$ cat src/rtl/mux_byte_skid_stage.sv
// Two-entry skid register behind the 8-bit byte mux; 1-cycle latency when empty, full throughput.
// in_ready drops only once both entries hold data. MUX_SKID_PARITY_EN adds a stored out_parity bit.
module mux_byte_skid_stage #(
  parameter int WIDTH = 8,
  parameter int CNT_W = 8
) (
  input  logic             clk,
  input  logic             rst_n,
  input  logic             in_valid,
  input  logic [WIDTH-1:0] in_data,
  input  logic             in_sel,
  output logic             in_ready,
  output logic             out_valid,
  output logic [WIDTH-1:0] out_data,
  output logic             out_sel,
  input  logic             out_ready,
`ifdef MUX_SKID_PARITY_EN
  output logic             out_parity,
`endif
  output logic [CNT_W-1:0] xfer_cnt
);

  localparam logic [1:0] ST_EMPTY = 2'd0;
  localparam logic [1:0] ST_HALF  = 2'd1;
  localparam logic [1:0] ST_FULL  = 2'd2;

  // Each entry carries the tag (and parity when enabled) so they can never separate from the byte.
`ifdef MUX_SKID_PARITY_EN
  localparam int PW = WIDTH + 2;
`else
  localparam int PW = WIDTH + 1;
`endif

  logic [1:0]       state_q, state_d;
  logic [PW-1:0]    main_q, main_d;
  logic [PW-1:0]    skid_q, skid_d;
  logic [CNT_W-1:0] cnt_q, cnt_d;
  logic [PW-1:0]    in_pld;
  logic             accept;
  logic             emit;

`ifdef MUX_SKID_PARITY_EN
  assign in_pld = {^in_data, in_sel, in_data};
`else
  assign in_pld = {in_sel, in_data};
`endif

  assign in_ready  = (state_q == ST_EMPTY) || (state_q == ST_HALF);
  assign out_valid = (state_q == ST_HALF) || (state_q == ST_FULL);
  assign accept    = in_valid & in_ready;
  assign emit      = out_valid & out_ready;

  always_comb begin
    state_d = state_q;
    main_d  = main_q;
    skid_d  = skid_q;
    cnt_d   = emit ? cnt_q + CNT_W'(1) : cnt_q;
    case (state_q)
      ST_EMPTY: begin
        if (accept) begin
          state_d = ST_HALF;
          main_d  = in_pld;
        end
      end
      ST_HALF: begin
        if (accept && !emit) begin
          state_d = ST_FULL;
          skid_d  = in_pld;
        end else if (emit && !accept) begin
          state_d = ST_EMPTY;
        end else if (accept && emit) begin
          main_d = in_pld;
        end
      end
      ST_FULL: begin
        if (emit) begin
          state_d = ST_HALF;
          main_d  = skid_q;
        end
      end
      default: state_d = ST_EMPTY;
    endcase
  end

  always_ff @(posedge clk or negedge rst_n) begin
    if (!rst_n) begin
      state_q <= ST_EMPTY;
      main_q  <= '0;
      skid_q  <= '0;
      cnt_q   <= '0;
    end else begin
      state_q <= state_d;
      main_q  <= main_d;
      skid_q  <= skid_d;
      cnt_q   <= cnt_d;
    end
  end

  assign out_data = main_q[WIDTH-1:0];
  assign out_sel  = main_q[WIDTH];
  assign xfer_cnt = cnt_q;
`ifdef MUX_SKID_PARITY_EN
  assign out_parity = main_q[WIDTH+1];
`endif

endmodule

$ cat config.mk
export PLATFORM = sky130hd
export DESIGN_NAME = mux_byte_skid_stage
export DESIGN_NICKNAME = d
export VERILOG_FILES = /design/src/rtl/mux_byte_skid_stage.sv
export SDC_FILE = /design/constraint.sdc
export NUM_CORES = 1
export LEC_CHECK = 0
export CAP_MARGIN = 20
export CORE_MARGIN = 3
export CORE_UTILIZATION = 43
export DETAILED_ROUTE_END_ITERATION = 12
export PLACE_DENSITY = 0.74
export SLEW_MARGIN = 20
export SYNTH_ARGS = -nofsm -noshare
export SYNTH_HDL_FRONTEND = slang
export SYNTH_SLANG_ARGS = --single-unit
$ cat constraint.sdc
create_clock -name clk -period 2.07 [get_ports clk]
set_clock_uncertainty 0.2 [all_clocks]
set_input_delay 0.621 -clock clk [delete_from_list [all_inputs] [get_ports clk]]
set_output_delay 0.621 -clock clk [all_outputs]
set_load 0.01 [all_outputs]
==> impl_metrics.csv, run 1 <==
group,metric,value,unit
outcome,outcome,"finished, violations left",
outcome,failed_checks,"negative setup slack",
worst_setup_path,critical_path.n_buffers_inverters,1,
global_route,grt_pass1_wl,4780,um
logic_synthesis,seq_cells_post_synth,28,
job,drv_cap,0,
clocking,numCtsBuffers,3,
clocking,clock_tree.buffer_depth,2,
hold_path,hp-class,"register to register",
pwr,power,3.34,mW
placed_design,buffer_ports.inserted,31,
drt,antenna_violating_nets_post_route,0,
timing,max_clock_freq,0.466,GHz
worst_setup_path,worst-r2r-setup-slack,60,ps
clocking,postCtsHoldBufs,0,
logic_synthesis,ys_top_cells_by_area,"dfrtp_1, mux2_2, mux2i_1",
worst_setup_path,critical_path.startpoint,"state_q[0]$_DFFE_PN0P_",
pwr,total_leakage_power,0.973,nW
logic_synthesis,syn_nets,126,
drt,drtPass1Iterations,2,
worst_setup_path,worst_setup_path_end_kind,"output pin",
worst_setup_path,crit_chain,"ha_2, or2_4, buf_6",
clocking,cts_tree,"built",
logic_synthesis,yosys_warns,0,
logic_synthesis,synthFlopType,"dfrtp_1",
logic_synthesis,combinational_family_with_the_most_area_after_synthesis,"multiplexers",
finish,synthToLayoutAreaGrowth,54.8,%
floorplan,die_width,61.4,um
drt,route.detailed.vias_per_inst,5.19,
timing,setup_repair_after_global_routing_missed_its_margin,"true",
logic_synthesis,post_synth_and_or_nand_nor_area_fraction,10.9,%
hold_path,hold_path.startpoint,"xfer_cnt[7]$_DFFE_PN0N_",
clocking,clkSinkCount,28,
logic_synthesis,synth.mux.area_fraction,15.4,%
placed_design,dpl_wire_length,2030,um
finish,drive_gt1_share,41.2,%
global_route,grt_antenna_before_repair,0,
timing,setup_violations,1,
timing,worstMarginPinSlew,372,ps
worst_setup_path,critical_path.slowest_cell,"dfrtp_1",
drt,drtIter0Drc,14,
placed_design,place.gp.congestion,0.784,
logic_synthesis,synth.largest_area_cell,"dfrtp_1",
finish,fin_cells,196,
floorplan,design.portCount,32,
global_route,globalRouteTotalUtil,17.0,%
timing,post-route-worst-setup-slack,-74.0,ps
timing,report.final.slew_viol_count,0,
floorplan,initial_utilization,46.6,%
worst_setup_path,setup.worst_path.class,"register to output pin",
timing,max-slew-margin-rel,75.2,%
drt,drt_wl_total,3040,um
logic_synthesis,netlist_top_cells_count,"dfrtp_1, mux2_2, mux2i_1, nor2_1, a21oi_1",
logic_synthesis,count_of_flip_flops_with_a_built_in_enable_after_synthesis,0,
global_route,grt_max_degree,29,
logic_synthesis,seq_area_frac_synth,53.2,%
worst_setup_path,critical_path_data_required_time,1250,ps
logic_synthesis,synth_top_area_share,53.2,%
logic_synthesis,post_synth_xor_area_fraction,4.65,%
logic_synthesis,synth_fa_ha_area_share,4.75,%
worst_setup_path,critical_path_peak_fanout,3,
floorplan,die_h,61.4,um
logic_synthesis,synth.most_common_cell,"dfrtp_1",
clocking,worst_skew_pair_latency,320,ps
finish,num-nets-final,184,
worst_setup_path,cp-start-kind,"register",
worst_setup_path,cp.arrival,1320,ps
timing,final_min_period_over_clock_period,104,%
logic_synthesis,syn-instance-count,108,
pwr,cellPowerDensity,1640,mW/mm2
global_route,number_of_global_route_vias_before_repair,1075,
worst_setup_path,reg2reg_from,"state_q[0]$_DFFE_PN0P_",
global_route,globalRouteOverflowTotal,0,
drt,wl_per_cell,15.5,um
logic_synthesis,synth_compound_area_share,9.02,%
pwr,vdd.ir_drop.worst,0.902,mV
finish,finish.utilization,72.1,%
floorplan,core.rowCount,19,
logic_synthesis,synth_cell_types,30,
worst_setup_path,cpLargestDelayFamily,"flip-flops",
clocking,clk_pin_slew_worst_paths,160,ps
logic_synthesis,ys_async_sr_fraction,100,%
timing,setup-tns-final,-74.0,ps
finish,antenna_diodes,0,
logic_synthesis,netlist_area,0.00132,mm2
timing,timing_hold_violations_final,0,
timing,final_period_minus_worst_setup_slack,2140,ps
drt,detailroute.via_count,1017,
drt,remaining_drc_errors,0,
floorplan,die_area,0.00376,mm2
placed_design,place.detailed.instances,182,
floorplan,design.core.area,0.00283,mm2
worst_setup_path,slowest_delay,440,ps
clocking,htree_num_levels,1,
clocking,root_buffer,"clkbuf_4",
logic_synthesis,synth_area_per_cell,12.2,um2
## placed cells by master (no fill, tap or decap), types with 4 or more instances in the layout
cell | netlist | final
a21oi_2 | 1 | 7
mux2_2 | 10 | 10
dfrtp_1 | 28 | 28
clkdlybuf4s50_1 | 0 | 10
dlygate4sd2_1 | 0 | 8
xnor2_1 | 7 | 7
nor2_2 | 0 | 6
buf_4 | 0 | 21
mux2i_1 | 9 | 9
buf_6 | 1 | 5
dlymetal6s2s_1 | 0 | 11
nand2_1 | 4 | 4
## metrics by stage
stage | cell area [um2] | setup WS, ps | hold WS (ps)
global placement | 1780 | -302 | 263
floorplan | 1330 | 80.0 | 125
detailed placement | 1780 | -395 | 262
CTS | 1890 | -57.6 | 281
global route | 2040 | -144 | 293
finish | 2040 | -74.0 | 277
## kinds of logic after synthesis
logic type / after synthesis
and+or+nand+nor: 28
DFF: 28
muxes: 19
AOI/OAI and AO/OA: 16
xor gates and xnor gates: 7
buffers and inverters: 5
adders and majority gates: 5
## worst paths after layout
path / endpoint / cells after the start
worst min-delay path: xfer_cnt[7]$_DFFE_PN0N_ / 1
max in group asynchronous: main_q[2]$_DFFE_PN0P_ / 2
worst max register to register: main_q[4]$_DFFE_PN0P_ / 8
min in group asynchronous: xfer_cnt[3]$_DFFE_PN0N_ / 2
worst max-delay path: in_ready / 3
worst min register to register: xfer_cnt[7]$_DFFE_PN0N_ / 1
## timing repair
item / in CTS / in global routing
endpoints found under the setup margin: 26 / 22
gates resized for setup: 23 / 40
gates cloned: 0 / 1
setup buffers: 7 / 3
pin swaps: 1 / 5
## state kept, by name (all words and copies together) (netlist names)
signal,cells
main_q,9
skid_q,9
state_q,2
xfer_cnt,8
## per-layer routing
| layer | vias up | track usage, % | part of all wire, % |
|---|---|---|---|
| li1 | 499 | - | - |
| met4 | 0 | 3.94 | 0.36 |
| met1 | 493 | 20.7 | 42 |
| met5 | - | 0 | 0 |
| met2 | 23 | 31.6 | 54 |
| met3 | 2 | 2.52 | 3.7 |
## where the power goes
part | internal, mW | total (mW) | switching [mW]
Clock | 0.196 | 0.360 | 0.165
Sequential | 0.806 | 0.955 | 0.149
Combinational | 1.13 | 2.02 | 0.898
Total | 2.13 | 3.34 | 1.21
## layout make-up
cell class | instances | area [um2]
flip-flops and latches | 28 | 701
fillers | 204 | 790
well taps | 31 | 38.8
inverters | 2 | 7.51
clock buffers | 3 | 22.5
clock inverters | 1 | 30.0
multi-input cells | 75 | 698
repair buffers | 56 | 542
## worst reg2reg max path, cell delays in order (launching register included)
cell       delay [ps]
dfrtp_1           420
inv_2              70
ha_4              280
buf_12            110
nand3_4            80
a2111oi_4         410
buf_6             230
nor2_2             50
a21oi_2           110
No activity file was read; power rests on OpenSTA's default activity.
==> run 2: changes to the inputs <==
--- a/config.mk
+++ b/config.mk
@@ -5,8 +5,6 @@
 export SDC_FILE = /design/constraint.sdc
 export NUM_CORES = 1
 export LEC_CHECK = 0
-export CAP_MARGIN = 20
-export CORE_MARGIN = 3
 export CORE_UTILIZATION = 43
 export DETAILED_ROUTE_END_ITERATION = 12
 export PLACE_DENSITY = 0.74
==> impl_metrics.csv, run 2 (synthesis results as in run 1) <==
group,metric,value,unit
drt,remaining_drc_errors,4,
clocking,clkSinkCount,28,
floorplan,design.portCount,32,
finish,layout.cells.most_common,"dfrtp_1",
hold_path,hold_path.startpoint,"skid_q[3]$_DFFE_PN0P_",
timing,setup_repair_after_global_routing_missed_its_margin,"true",
placed_design,buffer_ports.inserted,31,
global_route,grt_antenna_before_repair,0,
job,drv_cap,0,
global_route,grt_max_degree,29,
placed_design,dpl_cell_area,0.00178,mm2
global_route,globalRouteTotalUtil,18.8,%
hold_path,min_path_cells,1,
drt,detailroute.via_count,1031,
worst_setup_path,worst-r2r-setup-slack,50,ps
floorplan,initial_utilization,46.6,%
pwr,vdd.ir_drop.worst,0.722,mV
drt,drt_wl_total,2860,um
global_route,grt_pass1_wl,4730,um
clocking,root_buffer,"clkbuf_4",
floorplan,die_width,57.4,um
finish,mostFrequentLayoutCells,"dfrtp_1, buf_4, dlygate4sd2_1",
pwr,total_leakage_power,0.895,nW
worst_setup_path,cp.arrival,1330,ps
finish,multi_input_comb_area,647,um2
finish,antenna_diodes,0,
worst_setup_path,crit_chain,"inv_2, ha_4, or2_4, buf_6",
timing,report.final.slew_viol_count,0,
timing,worstMarginPinSlew,381,ps
timing,setup_violations,1,
worst_setup_path,setup.worst_path.class,"register to output pin",
drt,drtIter0Drc,19,
clocking,numCtsBuffers,3,
worst_setup_path,r2r_cells,9,
finish,sequential_cell_area,701,um2
drt,drtPass1Iterations,7,
finish,synthToLayoutAreaGrowth,48.6,%
clocking,cts_tree,"built",
pwr,cellPowerDensity,1600,mW/mm2
finish,num-nets-final,184,
timing,timing_hold_violations_final,0,
placed_design,dpl_wire_length,2030,um
worst_setup_path,critical_path.n_buffers_inverters,2,
timing,max-slew-margin-rel,74.6,%
outcome,failed_checks,"design-rule violations, negative setup slack",
worst_setup_path,cpLargestDelayFamily,"flip-flops",
clocking,clock_tree.buffer_depth,2,
worst_setup_path,critical_path_data_required_time,1250,ps
floorplan,core.rowCount,19,
floorplan,design.core.area,0.00283,mm2
worst_setup_path,cp-start-kind,"register",
global_route,globalRouteOverflowTotal,0,
finish,num-fill-cells,218,
timing,setup-tns-final,-79.9,ps
finish,finalInstanceArea,0.00196,mm2
timing,final_min_period_over_clock_period,104,%
drt,antenna_violating_nets_post_route,0,
timing,final_period_minus_worst_setup_slack,2150,ps
floorplan,die_area,0.00329,mm2
worst_setup_path,worst_setup_path_end_kind,"output pin",
clocking,clk_pin_slew_worst_paths,160,ps
hold_path,hold_path_end,"skid_q[3]$_DFFE_PN0P_",
finish,drive_gt1_share,32.7,%
worst_setup_path,crit-reg2reg-capture,"main_q[0]$_DFFE_PN0P_",
placed_design,place.gp.congestion,0.833,
worst_setup_path,critical_path.slowest_cell,"dfrtp_1",
global_route,number_of_global_route_vias_before_repair,1075,
outcome,outcome,"finished, violations left",
drt,route.detailed.vias_per_inst,5.26,
timing,post-route-worst-setup-slack,-79.9,ps
clocking,worst_skew_pair_latency,330,ps
drt,wl_per_cell,14.6,um
worst_setup_path,reg2reg_from,"state_q[0]$_DFFE_PN0P_",
worst_setup_path,slowest_delay,430,ps
clocking,htree_num_levels,1,
floorplan,die_h,57.4,um
worst_setup_path,critical_path_peak_fanout,3,
timing,max_clock_freq,0.465,GHz
hold_path,hp-class,"register to register",
clocking,postCtsHoldBufs,0,
-- run 2: changes by cell type in the layout (fill, tap and decap cells not counted), sizes merged --
cell	before	now
dlymetal6s2s	11	3
dlygate4sd2	8	16
-- run 2: through the flow --
step           utilization [%]  worst slack [ps]  total power, mW  cells  hold WS (ps)
2_1_floorplan                -              80.0             1.87    108           125
3_3_place_gp              63.1              -306             2.58    182           263
3_5_place_dp              63.1              -365             2.65    182           262
4_1_cts                   66.9             -91.6             3.05    195           336
5_1_grt                   69.2              -137             3.35    196           358
6_report                  69.2             -79.9             3.13    196           332
-- run 2: worst max path at each step --
stage	start	endpoint	slack [ps]	cells past startpoint
after global placement	out_ready	skid_q[6]$_DFFE_PN0P_	-310	4
after floorplan	state_q[0]$_DFFE_PN0P_	main_q[8]$_DFFE_PN0P_	80	7
after CTS	state_q[0]$_DFFE_PN0P_	in_ready	-90	4
after detailed placement	out_ready	skid_q[4]$_DFFE_PN0P_	-360	4
after global routing	state_q[0]$_DFFE_PN0P_	in_ready	-140	4
final	state_q[0]$_DFFE_PN0P_	in_ready	-80	4
-- run 2: power by group --
group | total [mW] | switching [mW] | internal, mW
Combinational | 1.82 | 0.797 | 1.03
Clock | 0.362 | 0.166 | 0.196
Sequential | 0.941 | 0.135 | 0.806
-- run 2: area by class of cell --
class	count	area share, %
clock inverter	1	1.53
tap	31	1.98
multi-input combinational	75	33.0
timing repair buffer	56	26.1
clock buffer	3	1.15
sequential	28	35.8
inverter	2	0.383
-- run 2: repair_timing --
action | CTS | global route
pin swaps | 2 | 1
gates cloned | 1 | 0
setup buffers | 8 | 1
setup endpoints to repair | 32 | 12
resized for setup | 32 | 14
-- run 2: worst reg2reg max path: stages, from the launching register on --
cell       delay, ps
dfrtp_1          430
inv_2             70
buf_4            140
ha_4             150
nor2b_4          120
buf_6            130
a2111oi_4        370
buf_6            190
nor2_1            50
a21oi_1          120
-- run 2: routing by layer --
metal	routed length (um)	vias up	GRT usage, %
met4	59	0	7.67
met1	1230	505	23.7
met5	0	-	0
li1	-	491	-
met3	113	6	2.49
met2	1460	29	32.7
